===== config.mk =====
export PLATFORM = sky130hd
export DESIGN_NAME = rv_trace_fifo
export DESIGN_NICKNAME = d
export VERILOG_FILES = /design/src/rtl/rv_trace_fifo.sv
export SDC_FILE = /design/constraint.sdc
export NUM_CORES = 2
export LEC_CHECK = 0
export CORE_MARGIN = 2
export CORE_UTILIZATION = 45
export DETAILED_ROUTE_END_ITERATION = 10
export PLACE_DENSITY = 0.68
export SETUP_SLACK_MARGIN = 0.3
export SYNTH_ARGS = -nofsm -noshare
export SYNTH_HDL_FRONTEND = slang
export SYNTH_SLANG_ARGS = --single-unit

===== constraint.sdc =====
create_clock -name clk -period 7.3 [get_ports clk]
set_input_delay 0.73 -clock clk [delete_from_list [all_inputs] [get_ports clk]]
set_output_delay 0.73 -clock clk [all_outputs]
set_load 0.02 [all_outputs]

===== src/rtl/rv_trace_fifo.sv =====
// Retirement trace FIFO: merges rf writes and dm stores into one ordered stream.
// Show-ahead head, up to two pushes per cycle, saturating drop counter.
module rv_trace_fifo #(
    parameter int DEPTH = 16
) (
    input  logic                     clk,
    input  logic                     rst,
    input  logic                     en_i,
    input  logic                     rf_we_i,
    input  logic [4:0]               rf_addr_i,
    input  logic [31:0]              rf_data_i,
    input  logic                     dm_we_i,
    input  logic [31:0]              dm_addr_i,
    input  logic [31:0]              dm_data_i,
    input  logic [3:0]               dm_be_i,
    output logic                     trc_valid_o,
    input  logic                     trc_ready_i,
    output logic                     trc_kind_o,
    output logic [31:0]              trc_addr_o,
    output logic [31:0]              trc_data_o,
    output logic [3:0]               trc_be_o,
    output logic [$clog2(DEPTH):0]   level_o,
    output logic [15:0]              drop_cnt_o,
    output logic                     overflow_o
);

    localparam int AW = $clog2(DEPTH);
    localparam int LW = AW + 1;
    localparam int EW = 69;

    logic [EW-1:0] mem_q [DEPTH];
    logic [AW-1:0] wr_ptr_q, wr_ptr_d;
    logic [AW-1:0] rd_ptr_q, rd_ptr_d;
    logic [LW-1:0] level_q, level_d;
    logic [LW-1:0] free;
    logic [15:0]   drop_q, drop_d;
    logic          ovf_q, ovf_d;
    logic          rf_ev, dm_ev, pop;
    logic [1:0]    n_ev, n_push, n_drop;
    logic [EW-1:0] rf_ent, dm_ent, ent0, head;
    logic [16:0]   drop_sum;

    always_comb begin
        rf_ev  = en_i & rf_we_i & (rf_addr_i != 5'd0);
        dm_ev  = en_i & dm_we_i & (dm_be_i != 4'd0);
        rf_ent = {1'b0, 27'b0, rf_addr_i, rf_data_i, 4'hF};
        dm_ent = {1'b1, dm_addr_i, dm_data_i, dm_be_i};
        ent0   = rf_ev ? rf_ent : dm_ent;
        n_ev   = {1'b0, rf_ev} + {1'b0, dm_ev};
        // space is judged on start-of-cycle occupancy; a pop frees nothing yet
        free   = LW'(DEPTH) - level_q;
        n_push = 2'd0;
        if (free >= LW'(2)) begin
            n_push = n_ev;
        end else if (free == LW'(1) && n_ev != 2'd0) begin
            n_push = 2'd1;
        end
        n_drop   = n_ev - n_push;
        pop      = (level_q != '0) & trc_ready_i;
        wr_ptr_d = wr_ptr_q + AW'(n_push);
        rd_ptr_d = rd_ptr_q + AW'(pop);
        level_d  = level_q + LW'(n_push) - LW'(pop);
        drop_sum = {1'b0, drop_q} + 17'(n_drop);
        drop_d   = drop_sum[16] ? 16'hFFFF : drop_sum[15:0];
        ovf_d    = ovf_q | (n_drop != 2'd0);
    end

    always_ff @(posedge clk) begin
        if (rst) begin
            wr_ptr_q <= '0;
            rd_ptr_q <= '0;
            level_q  <= '0;
            drop_q   <= '0;
            ovf_q    <= 1'b0;
        end else begin
            wr_ptr_q <= wr_ptr_d;
            rd_ptr_q <= rd_ptr_d;
            level_q  <= level_d;
            drop_q   <= drop_d;
            ovf_q    <= ovf_d;
        end
    end

    always_ff @(posedge clk) begin
        if (!rst && n_push != 2'd0) begin
            mem_q[wr_ptr_q] <= ent0;
        end
        if (!rst && n_push == 2'd2) begin
            mem_q[wr_ptr_q + AW'(1)] <= dm_ent;
        end
    end

    assign head        = mem_q[rd_ptr_q];
    assign trc_kind_o  = head[68];
    assign trc_addr_o  = head[67:36];
    assign trc_data_o  = head[35:4];
    assign trc_be_o    = head[3:0];
    assign trc_valid_o = (level_q != '0);
    assign level_o     = level_q;
    assign drop_cnt_o  = drop_q;
    assign overflow_o  = ovf_q;

endmodule


==> results.sh <==
export IMPL_holdWs_ns=0.464
export IMPL_end_kind="register"
export IMPL_clk_pin_slew_worst_paths_ns=0.07
export IMPL_clk_path_buf_depth=3
export IMPL_syn_inst=3668
export IMPL_synth_ff_type="edfxtp_1"
export IMPL_place_hpwl_mm=87.5
export IMPL_synth_nets=3802
export IMPL_fp_coreArea_sq_mm=0.118
export IMPL_vias=35216
export IMPL_async_flop_share_pct=0
export IMPL_first_global_vias=34508
export IMPL_place_inst=5117
export IMPL_maxCapViolations=0
export IMPL_vias_per_cell=6.59
export IMPL_drt_total_wl_mm=162
export IMPL_gp_congestion=0.842
export IMPL_power_share_clock_pct=33.9
export IMPL_combPwrFrac_pct=23.7
export IMPL_swShare_pct=28.7
export IMPL_initial_core_util_pct=45.3
export IMPL_grt_pass1_wl_mm=235
export IMPL_worstPathArrival_ns=5.70
export IMPL_ys_ff_latch=1134
export IMPL_cts_htree_levels=3
export IMPL_rrSetupSlack_ns=2.15
export IMPL_hold_viol=0
export IMPL_status="finished, final reports clean"
export IMPL_dieWidth_microns=348
export IMPL_startpoint_type="register"
export IMPL_cts_resized=0
export IMPL_finalCritPeriodShare_pct=70.5
export IMPL_layout_min_cycle_time_ns=5.15
export IMPL_drive_gt1_share_pct=17.0
export IMPL_grt_antenna_before_repair=18
export IMPL_wl_per_cell_microns=30.2
export IMPL_rows=126
export IMPL_synth_edf_count=1088
export IMPL_worstMarginPinSlew_ns=1.19
export IMPL_synth_most_common_cell="edfxtp_1"
export IMPL_netlist_area_leader_share_pct=61.3
export IMPL_port_buffers=202
export IMPL_final_setup_viol_count=0
export IMPL_power_leakage_nw=18.8
export IMPL_path_max_fanout=67
export IMPL_ir_worst_vdd_mv=0.255
export IMPL_slew_viol_final=0
export IMPL_dr_first_iter_drc_count=5358
export IMPL_crit_type="register to register"
export IMPL_final_util_pct=51.4
export IMPL_synth_area_sq_mm=0.0533
export IMPL_drc=0
export IMPL_place_area_sq_mm=0.0568
export IMPL_dr_pass1_iters=6
export IMPL_finClkSkew_ns=0.0283
export IMPL_power_frac_seq_pct=42.4
export IMPL_fin_cells=5342
export IMPL_die_h_microns=348
export IMPL_synth_largest_area_cell="edfxtp_1"
export IMPL_final_cell_area_sq_mm=0.0605
export IMPL_clockRootBuffer="clkbuf_16"
export IMPL_synth_common_cells="edfxtp_1 (1,088), a21oi_1 (503), nor2_1 (348)"
export IMPL_ys_seq_area_share_pct=63.0
export IMPL_fmax_mhz=194
export IMPL_worstSkewPairLatency_ns=0.72
export IMPL_cts_setup_buffers=0
export IMPL_p_sw_mw=4.98
export IMPL_powerDensity_mw_per_mm2=287
export IMPL_ant_nets=0
export IMPL_slew_headroom_pct=20.4
export IMPL_clock_sinks=1134
export IMPL_cts_buffers=115
export IMPL_fillers=9612
export IMPL_syn_to_final_growth_pct=13.4
export IMPL_nets=3832
export IMPL_ios=203
export IMPL_hold_class="register to register"
export IMPL_track_usage_pct=26.4
export IMPL_grt_max_degree=145
export IMPL_synth_area_top_cells="edfxtp_1 (61%), mux4_2 (15%), a21oi_1 (4.7%), nor2_1 (2.4%), a22o_1 (2.4%)"
export IMPL_hold_buffers=0
export IMPL_overflow=0
export IMPL_avgSynthCellArea_sq_um=14.5
export IMPL_post_synth_num_cell_types=57
export IMPL_rsz0062_at_grt="false"
export IMPL_dieArea_sq_mm=0.121
export IMPL_cts_tree="built"
export IMPL_synth_warnings=0
export IMPL_cp_data_required_time_ns=7.85
export IMPL_internal_power_mw=12.4
export IMPL_setup_tns_ns=0
cells in the final DEF (no fill, tap or decap), types with 32 or more instances in the layout:
master,instances
a22o_1,145
mux4_2,345
dfxtp_1,42
inv_1,32
nor3_1,32
and3_1,111
clkdlybuf4s50_1,202
edfxtp_1,1088
a21oi_1,497
clkbuf_16,117
nand2_1,128
nand4_1,110
nor2_1,342
and2_1,113
a22oi_1,112
buf_4,61
power by group through the flow:
| stage | Combinational, mW | Clock (mW) | Sequential, mW |
|---|---|---|---|
| 3_5_place_dp | 4.11 | 0 | 7.50 |
| 4_1_cts | 4.12 | 5.93 | 7.36 |
| 2_1_floorplan | 2.75 | 0 | 7.49 |
| 3_3_place_gp | 4.09 | 0 | 7.49 |
| 5_1_grt | 4.33 | 6.18 | 7.37 |
| 6_report | 4.11 | 5.89 | 7.36 |
layout make-up:
| type | count | area (sq um) | area share [%] |
|---|---|---|---|
| Antenna cell | 7 | 17.5 | 0.0290 |
| Clock buffer | 143 | 3030 | 5.00 |
| Clock inverter | 75 | 694 | 1.15 |
| Inverter | 41 | 176 | 0.292 |
| Multi-Input combinational cell | 2126 | 18200 | 30.1 |
| Sequential cell | 1134 | 33600 | 55.6 |
| Tap cell | 1536 | 1920 | 3.18 |
| Timing Repair Buffer | 280 | 2820 | 4.66 |
per-stage QoR:
stage | setup slack (ns) | power (mW)
after floorplan | 0.0191 | 10.2
after global placement | 1.65 | 11.6
after detailed placement | 1.58 | 11.6
after CTS | 2.20 | 17.4
after global routing | 1.81 | 17.9
final | 2.15 | 17.4
path summary, 6_finish.rpt:
check                from      endpoint  cells after the start
max            level_o[1]  mem_q[7][28]                     11
min          mem_q[6][68]  mem_q[6][68]                      1
max reg2reg    level_o[1]  mem_q[7][28]                     11
min reg2reg  mem_q[6][68]  mem_q[6][68]                      1
state kept, by name, indices dropped and copies added, names as in the netlist:
signal / cells
rd_ptr_q: 4
wr_ptr_q: 4
drop_cnt_o: 16
mem_q: 1104
level_o: 5
overflow_o: 1
routing by layer:
metal  track usage (%)  up-vias  wire length, microns
met4              9.65       18                  5850
met2              41.9     2564                 75900
li1                  -    14613                     -
met1              35.7    17606                 59400
met5                 0        -                   115
met3              6.02      415                 20200
logic make-up after synthesis:
| family | share of synthesized area, % |
|---|---|
| AO/OA/AOI/OAI | 9.54 |
| AND/OR/NAND/NOR | 8.69 |
| multiplexers | 14.6 |
| adder cells (fa/ha/maj) | 0.582 |
| buffers and inverters | 3.29 |
| flip-flops | 63.0 |
| XOR/XNOR | 0.345 |
worst max-delay path: stages, from the launching register on:
cell and delay [ns]:
dfxtp_1 0.48, inv_1 0.10, ha_1 0.21, and2_1 0.14
ha_1 0.26, nor3b_1 0.58, o211ai_2 0.36, a22oi_2 0.78
buf_4 0.75, buf_4 0.67, nand4_1 0.28, a21oi_1 0.28
(Power assumes the default switching activity.)
